$ cat config.mk
export PLATFORM = sky130hd
export DESIGN_NAME = mc_control_flat
export DESIGN_NICKNAME = d
export VERILOG_FILES = /design/src/rtl/mc_control_pkg.sv /design/src/rtl/mc_control_if.sv /design/src/rtl/mc_control_outdec.sv /design/src/rtl/mc_control.sv /design/src/flat_wrapper.sv
export SDC_FILE = /design/constraint.sdc
export NUM_CORES = 1
export LEC_CHECK = 0
export CORE_MARGIN = 2
export CORE_UTILIZATION = 51
export CTS_BUF_LIST = sky130_fd_sc_hd__clkbuf_4
export DETAILED_ROUTE_END_ITERATION = 7
export PLACE_DENSITY = 0.95
export REMOVE_ABC_BUFFERS = 1
export SYNTH_ARGS = -nofsm -noshare
export SYNTH_HDL_FRONTEND = slang
export SYNTH_SLANG_ARGS = --single-unit
$ cat constraint.sdc
create_clock -name clk -period 2.9 [get_ports clk]
set_input_delay 0.58 -clock clk [delete_from_list [all_inputs] [get_ports clk]]
set_output_delay 0.58 -clock clk [all_outputs]
set_load 0.005 [all_outputs]
$ cat src/rtl/mc_control_pkg.sv
// Shared definitions for the multicycle RV32I main control: state encodings,
// control-field codes, opcodes, fault codes and the decoded control word.
package mc_control_pkg;

    typedef enum logic [3:0] {
        S_RESET = 4'd0,
        FETCH   = 4'd1,
        DECODE  = 4'd2,
        EXEC_R  = 4'd3,
        WB_R    = 4'd4,
        ADDR    = 4'd5,
        MEM_RD  = 4'd6,
        MEM_WR  = 4'd7,
        WB_LD   = 4'd8,
        BRANCH  = 4'd9,
        FAULT   = 4'd15
    } state_t;

    // aluop codes must match the downstream ALU-control decoder
    localparam logic [1:0] ALUOP_ADD   = 2'b00;
    localparam logic [1:0] ALUOP_SUB   = 2'b01;
    localparam logic [1:0] ALUOP_FUNCT = 2'b10;

    localparam logic [1:0] SRCB_REG  = 2'b00;
    localparam logic [1:0] SRCB_FOUR = 2'b01;
    localparam logic [1:0] SRCB_IMM  = 2'b10;
    localparam logic [1:0] SRCB_BOFF = 2'b11;

    localparam logic [6:0] OP_RTYPE  = 7'b0110011;
    localparam logic [6:0] OP_LOAD   = 7'b0000011;
    localparam logic [6:0] OP_STORE  = 7'b0100011;
    localparam logic [6:0] OP_BRANCH = 7'b1100011;

    localparam logic [1:0] FAULT_NONE    = 2'b00;
    localparam logic [1:0] FAULT_ILLEGAL = 2'b01;
    localparam logic [1:0] FAULT_TIMEOUT = 2'b10;

    typedef struct packed {
        logic       pcwrite;
        logic       pcwritecond;
        logic       iord;
        logic       memread;
        logic       memwrite;
        logic       irwrite;
        logic       memtoreg;
        logic       regwrite;
        logic       alusrca;
        logic       pcsource;
        logic [1:0] alusrcb;
        logic [1:0] aluop;
    } ctrl_t;

    // States that hold on mem_ready and run the wait counter
    function automatic logic is_wait_state(state_t s);
        return (s == FETCH) || (s == MEM_RD) || (s == MEM_WR);
    endfunction

endpackage

$ cat src/rtl/mc_control_if.sv
// Control-to-datapath bundle: instruction/memory status in, datapath enables out.
interface mc_control_if;
    logic [6:0] opcode;
    logic       mem_ready;
    logic       pcwrite;
    logic       pcwritecond;
    logic       iord;
    logic       memread;
    logic       memwrite;
    logic       irwrite;
    logic       memtoreg;
    logic       regwrite;
    logic       alusrca;
    logic       pcsource;
    logic [1:0] alusrcb;
    logic [1:0] aluop;
    logic [1:0] fault;
    logic [3:0] state;

    modport master (
        input  opcode, mem_ready,
        output pcwrite, pcwritecond, iord, memread, memwrite, irwrite,
               memtoreg, regwrite, alusrca, pcsource, alusrcb, aluop,
               fault, state
    );

    modport slave (
        output opcode, mem_ready,
        input  pcwrite, pcwritecond, iord, memread, memwrite, irwrite,
               memtoreg, regwrite, alusrca, pcsource, alusrcb, aluop,
               fault, state
    );
endinterface

$ cat src/rtl/mc_control_outdec.sv
// Combinational state -> control-word decoder. Moore, except the FETCH
// instruction-register and PC writes, which are qualified by mem_ready.
module mc_outdec
    import mc_control_pkg::*;
(
    input  state_t state,
    input  logic   mem_ready,
    output ctrl_t  ctrl
);

    always_comb begin
        ctrl = '0;
        case (state)
            FETCH: begin
                ctrl.memread  = 1'b1;
                ctrl.alusrcb  = SRCB_FOUR;
                ctrl.aluop    = ALUOP_ADD;
                ctrl.irwrite  = mem_ready;
                ctrl.pcwrite  = mem_ready;
            end
            // ALU is idle here, so it precomputes the branch target
            DECODE: begin
                ctrl.alusrcb  = SRCB_BOFF;
                ctrl.aluop    = ALUOP_ADD;
            end
            EXEC_R: begin
                ctrl.alusrca  = 1'b1;
                ctrl.alusrcb  = SRCB_REG;
                ctrl.aluop    = ALUOP_FUNCT;
            end
            WB_R: begin
                ctrl.regwrite = 1'b1;
            end
            ADDR: begin
                ctrl.alusrca  = 1'b1;
                ctrl.alusrcb  = SRCB_IMM;
                ctrl.aluop    = ALUOP_ADD;
            end
            MEM_RD: begin
                ctrl.memread  = 1'b1;
                ctrl.iord     = 1'b1;
            end
            MEM_WR: begin
                ctrl.memwrite = 1'b1;
                ctrl.iord     = 1'b1;
            end
            WB_LD: begin
                ctrl.regwrite = 1'b1;
                ctrl.memtoreg = 1'b1;
            end
            BRANCH: begin
                ctrl.alusrca     = 1'b1;
                ctrl.alusrcb     = SRCB_REG;
                ctrl.aluop       = ALUOP_SUB;
                ctrl.pcwritecond = 1'b1;
                ctrl.pcsource    = 1'b1;
            end
            default: ctrl = '0;
        endcase
    end

endmodule

$ cat src/rtl/mc_control.sv
// Multicycle main control FSM for RV32I (R-type, lw, sw, beq) with memory
// wait handshake, wait timeout and a sticky fault state.
module mc_control
    import mc_control_pkg::*;
#(
    parameter int unsigned MEM_TIMEOUT = 255
) (
    input  logic          clk,
    input  logic          reset,
    mc_control_if.master  bus
);

    localparam logic [7:0] LIMIT = MEM_TIMEOUT[7:0];

    state_t     cur;
    logic [7:0] wait_cnt;
    logic [1:0] fault_q;
    ctrl_t      ctrl;
    logic       timeout_hit;

    // mem_ready on the limit cycle wins over the timeout
    assign timeout_hit = (LIMIT != 8'd0) && (wait_cnt == LIMIT) && !bus.mem_ready;

    always_ff @(posedge clk or posedge reset) begin
        if (reset) begin
            cur      <= S_RESET;
            wait_cnt <= 8'd0;
            fault_q  <= FAULT_NONE;
        end else begin
            // Counter runs only while a wait state is held; zero everywhere else,
            // so it is already clear on entry to each wait state.
            if (is_wait_state(cur) && !bus.mem_ready && !timeout_hit)
                wait_cnt <= (wait_cnt == 8'hFF) ? wait_cnt : wait_cnt + 8'd1;
            else
                wait_cnt <= 8'd0;

            case (cur)
                S_RESET: cur <= FETCH;
                FETCH: begin
                    if (bus.mem_ready) begin
                        cur <= DECODE;
                    end else if (timeout_hit) begin
                        cur     <= FAULT;
                        fault_q <= FAULT_TIMEOUT;
                    end
                end
                DECODE: begin
                    case (bus.opcode)
                        OP_RTYPE:           cur <= EXEC_R;
                        OP_LOAD, OP_STORE:  cur <= ADDR;
                        OP_BRANCH:          cur <= BRANCH;
                        default: begin
                            cur     <= FAULT;
                            fault_q <= FAULT_ILLEGAL;
                        end
                    endcase
                end
                EXEC_R:  cur <= WB_R;
                WB_R:    cur <= FETCH;
                ADDR:    cur <= (bus.opcode == OP_LOAD) ? MEM_RD : MEM_WR;
                MEM_RD: begin
                    if (bus.mem_ready) begin
                        cur <= WB_LD;
                    end else if (timeout_hit) begin
                        cur     <= FAULT;
                        fault_q <= FAULT_TIMEOUT;
                    end
                end
                MEM_WR: begin
                    if (bus.mem_ready) begin
                        cur <= FETCH;
                    end else if (timeout_hit) begin
                        cur     <= FAULT;
                        fault_q <= FAULT_TIMEOUT;
                    end
                end
                WB_LD:   cur <= FETCH;
                BRANCH:  cur <= FETCH;
                FAULT:   cur <= FAULT;
                default: cur <= S_RESET;
            endcase
        end
    end

    mc_outdec u_outdec (
        .state     (cur),
        .mem_ready (bus.mem_ready),
        .ctrl      (ctrl)
    );

    assign bus.pcwrite     = ctrl.pcwrite;
    assign bus.pcwritecond = ctrl.pcwritecond;
    assign bus.iord        = ctrl.iord;
    assign bus.memread     = ctrl.memread;
    assign bus.memwrite    = ctrl.memwrite;
    assign bus.irwrite     = ctrl.irwrite;
    assign bus.memtoreg    = ctrl.memtoreg;
    assign bus.regwrite    = ctrl.regwrite;
    assign bus.alusrca     = ctrl.alusrca;
    assign bus.pcsource    = ctrl.pcsource;
    assign bus.alusrcb     = ctrl.alusrcb;
    assign bus.aluop       = ctrl.aluop;
    assign bus.fault       = fault_q;
    assign bus.state       = cur;

endmodule

$ cat src/flat_wrapper.sv
// flat-port wrapper written by rule: the top's interface ports become plain ports
module mc_control_flat import mc_control_pkg::*;
#(
    parameter int unsigned MEM_TIMEOUT = 255
)
  (clk, reset, bus_opcode, bus_mem_ready, bus_pcwrite, bus_pcwritecond, bus_iord, bus_memread, bus_memwrite, bus_irwrite, bus_memtoreg, bus_regwrite, bus_alusrca, bus_pcsource, bus_alusrcb, bus_aluop, bus_fault, bus_state);
  mc_control_if bus_i ();
  input  logic clk;
  input  logic reset;
  input wire logic [$bits(bus_i.opcode)-1:0] bus_opcode;
  input wire logic [$bits(bus_i.mem_ready)-1:0] bus_mem_ready;
  output wire logic [$bits(bus_i.pcwrite)-1:0] bus_pcwrite;
  output wire logic [$bits(bus_i.pcwritecond)-1:0] bus_pcwritecond;
  output wire logic [$bits(bus_i.iord)-1:0] bus_iord;
  output wire logic [$bits(bus_i.memread)-1:0] bus_memread;
  output wire logic [$bits(bus_i.memwrite)-1:0] bus_memwrite;
  output wire logic [$bits(bus_i.irwrite)-1:0] bus_irwrite;
  output wire logic [$bits(bus_i.memtoreg)-1:0] bus_memtoreg;
  output wire logic [$bits(bus_i.regwrite)-1:0] bus_regwrite;
  output wire logic [$bits(bus_i.alusrca)-1:0] bus_alusrca;
  output wire logic [$bits(bus_i.pcsource)-1:0] bus_pcsource;
  output wire logic [$bits(bus_i.alusrcb)-1:0] bus_alusrcb;
  output wire logic [$bits(bus_i.aluop)-1:0] bus_aluop;
  output wire logic [$bits(bus_i.fault)-1:0] bus_fault;
  output wire logic [$bits(bus_i.state)-1:0] bus_state;
  assign bus_i.opcode = bus_opcode;
  assign bus_i.mem_ready = bus_mem_ready;
  assign bus_pcwrite = bus_i.pcwrite;
  assign bus_pcwritecond = bus_i.pcwritecond;
  assign bus_iord = bus_i.iord;
  assign bus_memread = bus_i.memread;
  assign bus_memwrite = bus_i.memwrite;
  assign bus_irwrite = bus_i.irwrite;
  assign bus_memtoreg = bus_i.memtoreg;
  assign bus_regwrite = bus_i.regwrite;
  assign bus_alusrca = bus_i.alusrca;
  assign bus_pcsource = bus_i.pcsource;
  assign bus_alusrcb = bus_i.alusrcb;
  assign bus_aluop = bus_i.aluop;
  assign bus_fault = bus_i.fault;
  assign bus_state = bus_i.state;
  mc_control #(.MEM_TIMEOUT(MEM_TIMEOUT)) u_core (.clk(clk), .reset(reset), .bus(bus_i));
endmodule
# Yosys cells after proc, flatten, opt, wreduce, memory -nomap -nowiden
# Cells that the tools add are included.
# totals
input_bits	10
out_inout_bits	20
register_bits	14
# classes
mux	22
n_reduce_logical	18
n_eq_ne	19
addsub	1
# ops
cell	n
$pmux 4 s8	1
$pmux 4 s5	1
$eq 4x3->1 const B	4
$mux 4	4
$mux 8	2
$eq 7x6->1 const B	2
$eq 4x4->1 const B	3
$pmux 4 s3	1
$mux 1	9
$add 8x1->8 const B	1
$eq 4x2->1 const B	2
$eq 8x8->1 const B	1
$reduce_or 2->1	4
$reduce_or 4->1	2
$eq 7x2->1 const B	1
$eq 7x7->1 const B	1
$mux 2	3
$ne 2x2->1 const B	3
$reduce_or 3->1	2
$eq 4x1->1 const B	1
$logic_not 4->1	1
$pmux 2 s2	1
$reduce_and 4->1	1
$logic_and 1x1->1	3
4 further kinds	6

# Longest topological paths before layout
# depth
word_depth	6
depth_mapped	6

# Cells and area by module
# From an unflattened synthesis, not the netlist that was laid out.
# unflattened
cells_unflattened	124
hier_area_um2	1076.0
# by_module_without_submodules
module	cells_each	area_per_inst_um2	n_inst	seq_area_each_um2
mc_control	96	873.3	1	350.3
mc_outdec	28	202.7	1	0.0

# Worst setup path after synthesis
# No wires, ideal clock.
# synth_timing
path_type	in2out
startpoint	input port bus_mem_ready
endpoint	output port bus_pcwrite
path_stages	3
arrival_time_ns	1.460
required_time_ns	2.320
n_path_buf	2
path_slack_ns	0.860
path_cell_list	clkbuf_1 -> nor4b_1 -> buf_4
# synth_via
elab_chain_cells	1
# synth_rtl
element	line	source
start: declaration	flat_wrapper.sv:11	input wire logic [$bits(bus_i.mem_ready)-1:0] bus_mem_ready;
$mux 1	n/a	
end: declaration	flat_wrapper.sv:12	output wire logic [$bits(bus_i.pcwrite)-1:0] bus_pcwrite;
# No other way between the ends.

# Final worst setup path
# layout_timing
startpoint	register u_core.cur[1] (netlist: u_core.bus.state[1])
endpoint	output port bus_pcwrite
# layout_via
elab_chain_cells	2
# layout_rtl
element	line	source
start: declaration	mc_control.sv:15	state_t cur;
start signal: assignment	mc_control.sv:60	ADDR: cur <= (bus.opcode == OP_LOAD) ? MEM_RD : MEM_WR;
$eq 4x1->1	mc_control_outdec.sv:13	case (state)
$mux 1	mc_control_outdec.sv:13	
# No other way between the ends.

==> flow_metrics.env <==
export IMPL_status="finished, final reports clean"
export IMPL_antenna_found_initial=0
export IMPL_clk_pin_slew_ns=0.08
export IMPL_hold_worst_slack_ns=0.494
export IMPL_fin_skew_ns=0.00392
export IMPL_io_buffer_count=29
export IMPL_final_cell_mix="clkdlybuf4s50_1, nor2_1, dfrtp_1"
export IMPL_routabilityCongestion=0.851
export IMPL_r2r_end="u_core.wait_cnt[5]$_DFFE_PP0P_"
export IMPL_tightest_slew_ns=0.520
export IMPL_setup_tns_final_ns=0
export IMPL_r2r_start="u_core.bus.state[2]$_DFF_PP0_"
export IMPL_antenna_cells=0
export IMPL_grt_usage_pct=23.4
export IMPL_drive_above_1_share_pct=6.94
export IMPL_post_cts_setup_buffer_count=0
export IMPL_critical_path_arrival_ns=2.06
export IMPL_route_detailed_drc=0
export IMPL_drtAntennaViolNets=0
export IMPL_crit_end="bus_pcwrite"
export IMPL_yosys_area_top_type="dfrtp_1"
export IMPL_end_kind="output pin"
export IMPL_async_flop_share_pct=100
export IMPL_synth_top_cell_area_share_pct=35.7
export IMPL_synth_cell_area_sq_um=981
export IMPL_hp_class="register to register"
export IMPL_synth_area_top_cells="dfrtp_1, nor2_1, xnor2_1"
export IMPL_areaGrowthSynthToFinish_pct=32.5
export IMPL_holdBufCountCts=0
export IMPL_first_iter_violations=19
export IMPL_synth_distinct_cells=39
export IMPL_clock_fmax_mhz=379
export IMPL_num_vias=968
export IMPL_grt_ovfl_total=0
export IMPL_setup_viol=0
export IMPL_drt_pass1_iter_count=4
export IMPL_vdd_drop_max_mv=0.665
export IMPL_ys_seq_area_share_pct=35.7
export IMPL_grt_pass1_wl_mm=3.87
export IMPL_crit_fanout=16
export IMPL_clock_sinks=14
export IMPL_cellPowerDensity_nw_per_um2=758
export IMPL_cts_tree="built"
export IMPL_initial_utilization_pct=55.6
export IMPL_critPathKind="register to output pin"
export IMPL_drv_cap=0
export IMPL_grt_max_degree=17
export IMPL_htree_levels=1
export IMPL_hold_violations=0
export IMPL_cts_resized=0
export IMPL_rsz0062_at_grt="no"
export IMPL_num_rows=15
export IMPL_final_common_cell="clkdlybuf4s50_1"
export IMPL_fin_nets=156
export IMPL_cts_root_buffer="clkbuf_4"
export IMPL_power_leakage_uw=0.000500
export IMPL_ys_seq_elements=14
export IMPL_slew_viol_final=0
export IMPL_avgViaCountPerCell=5.73
export IMPL_dieArea_sq_um=2290
export IMPL_routed_wl_mm=2.34
export IMPL_synth_edff_count=0
export IMPL_timing_reg2reg_setup_slack_ns=1.17
export IMPL_hpwl_mm=1.85
export IMPL_die_w_um=47.9
export IMPL_io_pins=30
export IMPL_synth_flop_cell="dfrtp_1"
export IMPL_cts_buffer_depth=2
export IMPL_worst_r2r_path_depth=4
export IMPL_syn_inst=118
export IMPL_finalCriticalPeriod_ns=2.64
export IMPL_clkLatencyLatePin_ns=0.28
export IMPL_required_ns=2.32
export IMPL_cts_buffers=3
export IMPL_syn_avg_cell_area_sq_um=8.31
export IMPL_grt_pass1_vias=926
export IMPL_timing_final_crit_share_pct=90.9
export IMPL_slew_limit_headroom_pct=65.3
export IMPL_core_sq_um=1760
export IMPL_fp_dieH_um=47.9
export IMPL_yosysWarnings=0
export IMPL_routedWlPerCell_um=13.9
export IMPL_cp_start_kind="register"
export IMPL_critPathLaunch="u_core.bus.state[1]$_DFF_PP0_"
## cell families (layout without fill, tap and decap cells)
group	count (synthesis)	in the layout	synth area share, %
and+or+nand+nor	56	56	30.0
buffers and inverters	15	41	7.53
adders and majority gates	1	1	1.28
xor gates and xnor gates	7	7	6.25
AOI/OAI and AO/OA	25	25	19.3
DFF	14	14	35.7
## registers in the layout, summed over array words and instances (netlist names)
name	count
u_core.bus.state	4
u_core.wait_cnt	8
u_core.bus.fault	2
## cell usage after synthesis (2+ instances only)
library cell	n
and3_1	3
clkbuf_1	3
nor2_1	16
nand2_1	8
nor4_1	2
o31ai_1	2
nand3_1	5
dfrtp_1	14
inv_1	4
or4_1	2
buf_4	4
o21ai_0	4
nor4b_1	2
a21oi_1	5
o2111ai_1	2
xor2_1	2
xnor2_1	5
nor2b_1	4
a21boi_0	2
buf_2	2
nor3_1	6
buf_1	2
or3_1	2
nand2b_1	2
## power by group
| part | switching (uW) | internal [uW] |
|---|---|---|
| logic | 257 | 316 |
| registers | 78.7 | 226 |
| clock network | 58.1 | 49.9 |
## per-layer routing
metal,track usage [%],up-vias,share of wire (%)
met5,0,-,0
met1,27.3,461,41
li1,-,473,-
met2,43.5,29,53
met4,9.19,0,1.2
met3,2.26,5,4.5
## area by class of cell
type                    count  area, sq um
clock inverters             1         3.75
multi-input cells          89          557
fillers                   149          464
repair buffers             33          320
flip-flops and latches     14          350
well taps                  25         31.3
inverters                   4         15.0
clock buffers               3         22.5
## through the flow
stage	util [%]	worst slack (ns)	area [sq um]	std cells	total power [uW]
global placement	72.2	0.404	1270	165	849
detailed placement	72.2	0.361	1270	165	875
global route	73.7	0.124	1300	169	1060
finish	73.7	0.264	1300	169	986
CTS	73.7	0.249	1300	169	988
floorplan	-	1.08	922	107	570
## critical path, cell delays in order (launching register included)
cell and delay [ns]:
dfrtp_1 0.54, nand2b_1 0.29, nor4b_1 0.38, clkdlybuf4s50_1 0.57
## how the worst min path moves through the flow
stage,start,to,slack (ns),cells after the start
after floorplan,u_core.wait_cnt[0]$_DFFE_PP0P_,u_core.wait_cnt[0]$_DFFE_PP0P_,0.45,1
after global placement,u_core.wait_cnt[0]$_DFFE_PP0P_,u_core.wait_cnt[0]$_DFFE_PP0P_,0.47,1
after detailed placement,u_core.wait_cnt[0]$_DFFE_PP0P_,u_core.wait_cnt[0]$_DFFE_PP0P_,0.48,1
after CTS,u_core.wait_cnt[0]$_DFFE_PP0P_,u_core.wait_cnt[0]$_DFFE_PP0P_,0.50,1
after global routing,u_core.wait_cnt[0]$_DFFE_PP0P_,u_core.wait_cnt[0]$_DFFE_PP0P_,0.53,1
final,u_core.wait_cnt[0]$_DFFE_PP0P_,u_core.wait_cnt[0]$_DFFE_PP0P_,0.49,1
Power figures use the tool's default switching activity.
